--- src/rtl/binning_kxk.sv ---
`timescale 1ns/1ps
// binning_kxk: KxK pixel binning of a raster stream into one thresholded (or mean) pixel per bin
//
// Optional feature macro: BINNING_MEAN_EN
//   Defined     -> mode_in selects threshold (0) or mean (1) output.
//   Not defined -> mode_in is ignored and the output is always thresholded.
//
// Ports
//   clk_in          single system clock
//   rst_n_in        asynchronous active-low reset
//   hcount_in       x coordinate of the current pixel
//   vcount_in       y coordinate of the current pixel
//   pixel_data_in   incoming unsigned pixel
//   data_valid_in   qualifies pixel_data_in / hcount_in / vcount_in
//   threshold_in    binarisation threshold, sampled with the bottom-right pixel of a bin
//   mode_in         0 = threshold, 1 = mean (mean build only)
//   pixel_data_out  binned pixel, held until the next strobe
//   hcount_out      bin column of the emitted pixel
//   vcount_out      bin row of the emitted pixel
//   data_valid_out  one-cycle strobe per completed bin, 3 cycles after its bottom-right pixel
module binning_kxk #(
    parameter int HRES        = 1280,
    parameter int VRES        = 720,
    parameter int DATA_WIDTH  = 1,
    parameter int KERNEL_LOG2 = 2,
    localparam int HWIDTH     = $clog2(HRES),
    localparam int VWIDTH     = $clog2(VRES),
    localparam int ACC_WIDTH  = DATA_WIDTH + 2*KERNEL_LOG2
) (
    input  logic                          clk_in,
    input  logic                          rst_n_in,
    input  logic [HWIDTH-1:0]             hcount_in,
    input  logic [VWIDTH-1:0]             vcount_in,
    input  logic [DATA_WIDTH-1:0]         pixel_data_in,
    input  logic                          data_valid_in,
    input  logic [ACC_WIDTH-1:0]          threshold_in,
    input  logic                          mode_in,
    output logic [DATA_WIDTH-1:0]         pixel_data_out,
    output logic [HWIDTH-KERNEL_LOG2-1:0] hcount_out,
    output logic [VWIDTH-KERNEL_LOG2-1:0] vcount_out,
    output logic                          data_valid_out
);
    localparam int BW    = HWIDTH - KERNEL_LOG2;
    localparam int BVW   = VWIDTH - KERNEL_LOG2;
    localparam int DEPTH = HRES >> KERNEL_LOG2;

    logic [KERNEL_LOG2-1:0] hlow, vlow;
    logic                   last_col, first_row, last_row, commit;
    logic [ACC_WIDTH-1:0]   row_sum_d, entry, full_d;
    logic [DATA_WIDTH-1:0]  result_d;

    // column-sum RAM: one entry per bin column, intentionally not reset
    logic [ACC_WIDTH-1:0]   mem_q [DEPTH];

    logic [ACC_WIDTH-1:0]   hacc_q;
    logic                   primed_q;

    logic                   s1_vld_q, s1_first_q, s1_last_q;
    logic [ACC_WIDTH-1:0]   s1_sum_q, s1_thr_q;
    logic [BW-1:0]          s1_addr_q;
    logic [BVW-1:0]         s1_vbin_q;

    logic                   s2_vld_q;
    logic [ACC_WIDTH-1:0]   s2_sum_q, s2_thr_q;
    logic [BW-1:0]          s2_hbin_q;
    logic [BVW-1:0]         s2_vbin_q;

    assign hlow      = hcount_in[KERNEL_LOG2-1:0];
    assign vlow      = vcount_in[KERNEL_LOG2-1:0];
    assign last_col  = &hlow;
    assign first_row = (vlow == '0);
    assign last_row  = &vlow;

    // horizontal accumulator restarts on the first column of every bin
    assign row_sum_d = ((hlow == '0) ? '0 : hacc_q) + ACC_WIDTH'(pixel_data_in);

    // After reset the RAM holds stale sums, so nothing is committed until a
    // row-0 line has been seen from its very first pixel.
    assign commit = data_valid_in && last_col && primed_q;

    // row 0 of a bin row starts from zero, so stale entries never leak in
    assign entry  = mem_q[s1_addr_q];
    assign full_d = (s1_first_q ? '0 : entry) + s1_sum_q;

`ifdef BINNING_MEAN_EN
    logic s1_mode_q, s2_mode_q;
    // dividing by K*K leaves exactly the top DATA_WIDTH bits of the sum
    assign result_d = s2_mode_q ? s2_sum_q[ACC_WIDTH-1 -: DATA_WIDTH]
                                : {DATA_WIDTH{s2_sum_q > s2_thr_q}};
`else
    logic unused_mode;
    assign unused_mode = mode_in;
    assign result_d    = {DATA_WIDTH{s2_sum_q > s2_thr_q}};
`endif

    always_ff @(posedge clk_in) begin
        if (s1_vld_q && !s1_last_q) mem_q[s1_addr_q] <= full_d;
    end

    always_ff @(posedge clk_in or negedge rst_n_in) begin
        if (!rst_n_in) begin
            hacc_q         <= '0;
            primed_q       <= 1'b0;
            s1_vld_q       <= 1'b0;
            s1_first_q     <= 1'b0;
            s1_last_q      <= 1'b0;
            s1_sum_q       <= '0;
            s1_thr_q       <= '0;
            s1_addr_q      <= '0;
            s1_vbin_q      <= '0;
            s2_vld_q       <= 1'b0;
            s2_sum_q       <= '0;
            s2_thr_q       <= '0;
            s2_hbin_q      <= '0;
            s2_vbin_q      <= '0;
`ifdef BINNING_MEAN_EN
            s1_mode_q      <= 1'b0;
            s2_mode_q      <= 1'b0;
`endif
            data_valid_out <= 1'b0;
            pixel_data_out <= '0;
            hcount_out     <= '0;
            vcount_out     <= '0;
        end else begin
            if (data_valid_in) hacc_q <= row_sum_d;
            if (data_valid_in && hcount_in == '0 && first_row) primed_q <= 1'b1;
            s1_vld_q <= commit;
            if (commit) begin
                s1_sum_q   <= row_sum_d;
                s1_thr_q   <= threshold_in;
                s1_addr_q  <= hcount_in[HWIDTH-1:KERNEL_LOG2];
                s1_vbin_q  <= vcount_in[VWIDTH-1:KERNEL_LOG2];
                s1_first_q <= first_row;
                s1_last_q  <= last_row;
`ifdef BINNING_MEAN_EN
                s1_mode_q  <= mode_in;
`endif
            end
            s2_vld_q <= s1_vld_q && s1_last_q;
            if (s1_vld_q && s1_last_q) begin
                s2_sum_q  <= full_d;
                s2_thr_q  <= s1_thr_q;
                s2_hbin_q <= s1_addr_q;
                s2_vbin_q <= s1_vbin_q;
`ifdef BINNING_MEAN_EN
                s2_mode_q <= s1_mode_q;
`endif
            end
            data_valid_out <= s2_vld_q;
            if (s2_vld_q) begin
                pixel_data_out <= result_d;
                hcount_out     <= s2_hbin_q;
                vcount_out     <= s2_vbin_q;
            end
        end
    end
endmodule

--- config.mk ---
export PLATFORM = sky130hd
export DESIGN_NAME = binning_kxk
export DESIGN_NICKNAME = d
export VERILOG_FILES = /design/src/rtl/binning_kxk.sv
export SDC_FILE = /design/constraint.sdc
export NUM_CORES = 2
export LEC_CHECK = 0
export ABC_AREA = 1
export CAP_MARGIN = 20
export CORE_MARGIN = 2
export CORE_UTILIZATION = 51
export DETAILED_ROUTE_END_ITERATION = 16
export PLACE_DENSITY = 0.63
export SETUP_SLACK_MARGIN = 0.15
export SLEW_MARGIN = 20
export SYNTH_ARGS = -nofsm -noshare
export SYNTH_HDL_FRONTEND = slang
export SYNTH_SLANG_ARGS = --single-unit
--- constraint.sdc ---
create_clock -name clk_in -period 40.1 [get_ports clk_in]
set_clock_uncertainty 0.15 [all_clocks]
set_input_delay 8.02 -clock clk_in [delete_from_list [all_inputs] [get_ports clk_in]]
set_output_delay 8.02 -clock clk_in [all_outputs]
set_load 0.02 [all_outputs]
==> results.txt <==
- Slew Limit Fails: 0
- The share of the Yosys chip area taken by registers is 76.4%.
* Count of yosys warnings during synthesis: 0
* Ratio of final minimum period to clock period: 24.8%
- The endpoint identified for the worst register-to-register timing path is mem_q[170][4].
* Core Area: 0.128 mm^2
- Post-synthesis average cell area: 13.6 um^2
* Number of global-route vias before repair: 38,620
- After synthesis, the cell types taking the most area are sky130_fd_sc_hd__edfxtp_1 73%, sky130_fd_sc_hd__a22oi_1 7.3%, sky130_fd_sc_hd__nand2_1 7.1%, sky130_fd_sc_hd__dfrtp_1 3.2%, sky130_fd_sc_hd__nor2_1 2.6%.
* Top FF cell, synth: sky130_fd_sc_hd__edfxtp_1
* Horizontal die dimension: 363 um
- The critical path is of the flop to output pin type.
* Worst hold path class: flop to flop
- Entering global routing, the biggest net connects 233 pins.
- For this run, the post-layout net count is 4,859.
* Slowest library cell on the worst path: sky130_fd_sc_hd__clkdlybuf4s50_1
- Setup tns final: 0 ns
- Cells fill 57.0% of the core in the end.
- Number of DRC markers after the initial detailed-route iteration: 4,332
- In the final layout, the share of cells above drive strength 1 is 7.15%.
- Once layout is complete, the cells apart from fillers number 6,614.
* Hold buffer count at cts: 0
- Part of the power in combinational logic: 1.6%
- CP cell instances: clkdlybuf4s50_1
- Post-detailed-route DRC marker count: 0
- Critical Path Sink Type: output pin
- Source of the critical timing path: hcount_out[1]
* Net Sw Power: 0.687 mW
- Counting tap cells, the placed design contains a total of 6,309 instances.
- Number of diodes added for antenna fixing: 0
- The routed layout has 39,744 vias.
* Number of cell instances on the worst register-to-register path: 27
- The number of nets handed over by synthesis was 4,873.
- After clock tree synthesis, the clock-pin slew on the worst setup and hold paths is 0.06 ns.
- Portion of synthesized cell area occupied by the leading cell type: 73.2%
* Seq cells post-synth: 1,683
- At the end of routability-driven placement, the weighted congestion stood at 0.814.
- The kind of cell with the highest combined delay along the critical path is buffers and inverters.
* Number of enable flip-flop cells after synthesis: 1,600
- Post CTS Setup Buffer Count: 0
- The largest single stage delay on the critical path is 0.64 ns.
- Final Setup Violations: 0
* Hold depth: 1
* Highest net fanout along the worst path: 2
- Cell Int Power: 2.79 mW
- Power spread over the standard cell area amounts to 47.7 mW/mm^2.
- The first detailed-routing pass took 6 iterations.
* Master cell of the clock root buffer: sky130_fd_sc_hd__clkbuf_16
- Max-cap violation count: 0
- Once placement finished, the instance area stood at 0.0675 mm^2.
- After synthesis the cells add up to 0.0656 mm^2.
- Data arrives at the worst endpoint at 1.76 ns.
- After synthesis, the netlist uses 43 different library cells.
- Proportion of register bits with asynchronous set or reset after synthesis: 4.93%
- Gates resized during post-CTS repair numbered 0.
* Number of failing hold endpoints at the final stage: 0
* Routed Antenna Nets: 0
- The worst register-to-register path begins at s1_addr_q[1].
- # H-tree levels: 4
* Endpoint with the worst hold slack: primed_q
- Status: finished, final reports clean
- Summed over all layers, the global routing overflow is 0.
- Post-route design area: 0.0728 mm^2
- The wire-length estimate of the detail-placed layout is 91,600 um.
* Clock sinks: 1,683
- Proportion of power drawn by the clock network: 43.4%
* Effective utilization at floorplan: 51.4%
- Registers are responsible for 55.0% of the overall power.
* Source of the worst hold timing path: primed_q
- Critical path startpoint category: flop
- Net switching is 19.8% of the power.
- Final routed wirelength across all metal layers: 171,000 um
* Overall Global Routing Usage: 25.9%
- The smallest clock period supported by the final layout is computed as 9.94 ns.
- At the pin with the least slew margin, the transition time is 1.19 ns.
* Area growth, synth to finish: 10.9%
* Worst-case vdd ir drop: 39.4 uV
- Max clock buf depth: 3
* Minimum setup slack among reg-to-reg paths: 30.58 ns
- Highest clock rate: 101 MHz
- Summed over all cells, the static leakage comes to 24.1 nW.
- Top Ports: 50
- Number of port buffers: 48
* Final routed wire length divided by cell count: 25.8 um
- Final hold analysis gives a worst-case slack of 0.329 ns.
* Die Span Y: 363 um
- Clock buffer count from CTS: 167
- STA puts the critical path data required time at 31.93 ns.
* Cells after Synth: 4,830
- Worst skew pair latency: 0.79 ns
* Worst slew margin relative to its limit: 20.9%
- Via-to-Cell Ratio: 6.01
* Buffers plus inverters on the worst setup path: 1
- Initial antenna violation count: 2
- The first global-routing pass estimated 251,000 um of wire.
- CTS tree: yes
- Library cell occupying the most area in the post-synthesis netlist: sky130_fd_sc_hd__edfxtp_1
* Row count: 131
- Total die area: 0.132 mm^2
- Setup repair after global routing left no endpoint under its margin.
[synth_stat cells (17+ instances only)]
master,number
sky130_fd_sc_hd__a21o_1,23
sky130_fd_sc_hd__a21oi_1,141
sky130_fd_sc_hd__a22oi_1,638
sky130_fd_sc_hd__buf_1,21
sky130_fd_sc_hd__buf_2,162
sky130_fd_sc_hd__clkbuf_1,100
sky130_fd_sc_hd__dfrtp_1,83
sky130_fd_sc_hd__edfxtp_1,1600
sky130_fd_sc_hd__inv_1,67
sky130_fd_sc_hd__mux2_2,17
sky130_fd_sc_hd__nand2_1,1238
sky130_fd_sc_hd__nand3_1,41
sky130_fd_sc_hd__nand4_1,18
sky130_fd_sc_hd__nor2_1,448
sky130_fd_sc_hd__nor3_1,41
sky130_fd_sc_hd__o21ai_0,71
sky130_fd_sc_hd__o21ai_1,17
[metal layers]
layer  track usage (%)  part of all wire (%)  vias up  wire, um
met3              4.35                   8.3      294     14200
li1                  -                     -    17758         -
met4              8.62                   3.0        0      5160
met1              36.1                    41    19924     69700
met5                 0                     0        -         0
met2              41.7                    48     1768     81500
[cell usage in the layout, fill, tap and decap left out, types with 7 or more instances in the layout]
master	Yosys	routed
sky130_fd_sc_hd__buf_4	12	64
sky130_fd_sc_hd__nand3_1	41	41
sky130_fd_sc_hd__clkbuf_16	0	174
sky130_fd_sc_hd__ha_1	11	10
sky130_fd_sc_hd__inv_1	67	64
sky130_fd_sc_hd__nand2_2	1	17
sky130_fd_sc_hd__bufinv_16	0	11
sky130_fd_sc_hd__o31ai_1	16	16
sky130_fd_sc_hd__clkbuf_1	100	41
sky130_fd_sc_hd__nand4_1	18	18
sky130_fd_sc_hd__o21ai_1	17	17
sky130_fd_sc_hd__dfrtp_1	83	81
sky130_fd_sc_hd__edfxtp_1	1600	1600
sky130_fd_sc_hd__mux2_2	17	17
sky130_fd_sc_hd__nand2_1	1238	1221
sky130_fd_sc_hd__clkdlybuf4s50_1	0	47
sky130_fd_sc_hd__o21ai_0	71	71
sky130_fd_sc_hd__clkinv_1	4	41
sky130_fd_sc_hd__nor2_1	448	445
sky130_fd_sc_hd__nor3_1	41	41
sky130_fd_sc_hd__a21o_1	23	23
sky130_fd_sc_hd__clkinv_2	0	31
sky130_fd_sc_hd__a21boi_0	14	14
sky130_fd_sc_hd__buf_12	0	7
sky130_fd_sc_hd__a22oi_1	638	638
sky130_fd_sc_hd__a21oi_1	141	141
[registers in the layout, summed over array words and instances (netlist names), 5 cells and up]
name	flops
hacc_q	5
hcount_out	9
mem_q	1600
s1_addr_q	9
s1_sum_q	5
s1_thr_q	5
s1_vbin_q	8
s2_hbin_q	9
s2_sum_q	5
s2_thr_q	5
s2_vbin_q	8
vcount_out	8
[worst reg2reg max path, cell delays in order, from the launching register on]
cell and delay [ns]:
sky130_fd_sc_hd__dfrtp_4 0.93, sky130_fd_sc_hd__inv_4 0.41, sky130_fd_sc_hd__nor2_4 1.00, sky130_fd_sc_hd__buf_4 0.63
sky130_fd_sc_hd__buf_4 0.68, sky130_fd_sc_hd__buf_4 0.63, sky130_fd_sc_hd__a22oi_1 0.15, sky130_fd_sc_hd__nand2_1 0.10
sky130_fd_sc_hd__nand2_1 0.06, sky130_fd_sc_hd__nand3_1 0.14, sky130_fd_sc_hd__a21oi_1 0.08, sky130_fd_sc_hd__nor2_1 0.12
sky130_fd_sc_hd__nor2_1 0.11, sky130_fd_sc_hd__nand3_1 0.17, sky130_fd_sc_hd__nand2_1 0.07, sky130_fd_sc_hd__nor2_1 0.33
sky130_fd_sc_hd__nor2_1 0.12, sky130_fd_sc_hd__nor2_1 0.20, sky130_fd_sc_hd__ha_4 0.17, sky130_fd_sc_hd__inv_1 0.06
sky130_fd_sc_hd__fa_1 0.45, sky130_fd_sc_hd__o21ai_0 0.26, sky130_fd_sc_hd__xor2_1 0.20, sky130_fd_sc_hd__inv_1 0.06
sky130_fd_sc_hd__nand3_1 0.11, sky130_fd_sc_hd__nand2_1 0.14, sky130_fd_sc_hd__inv_8 0.65, sky130_fd_sc_hd__buf_4 0.93
[kinds of logic after synthesis]
family / count (synthesis) / share of synthesized area [%]
and+or+nand+nor: 1795 / 10.5
DFF: 1683 / 76.4
muxes: 17 / 0.292
adders and majority gates: 12 / 0.240
AOI/OAI and AO/OA: 941 / 9.90
buffers and inverters: 376 / 2.60
xor gates and xnor gates: 6 / 0.0801
[stage by stage]
step | setup WS (ns) | power, mW
global placement | 29.15 | 2.00
CTS | 29.97 | 3.49
detailed placement | 29.17 | 2.00
global route | 30.10 | 3.56
floorplan | 26.44 | 1.98
finish | 30.17 | 3.47
[power by group through the flow]
stage	combinational (mW)	sequential, mW	clock [mW]
finish	0.0558	1.91	1.51
global route	0.0611	1.91	1.59
CTS	0.0558	1.91	1.52
detailed placement	0.0556	1.95	0
global placement	0.0549	1.95	0
floorplan	0.0322	1.95	0
[area by class of cell]
cell class	count	area, um^2
Fill cell	10155	54900
Clock buffer	215	4510
Sequential cell	1683	50100
Timing Repair Buffer	118	1090
Multi-Input combinational cell	2771	13900
Inverter	75	313
Tap cell	1662	2080
Clock inverter	90	738
[how the worst max path moves through the flow]
stage,to,slack [ns],cells after the start
CTS,s1_last_q,29.97,5
global placement,s1_last_q,29.15,5
finish,hcount_out[1],30.17,1
floorplan,mem_q[0][2],26.44,20
detailed placement,s1_last_q,29.17,5
global route,hcount_out[1],30.10,1
Power figures use the tool's default switching activity.
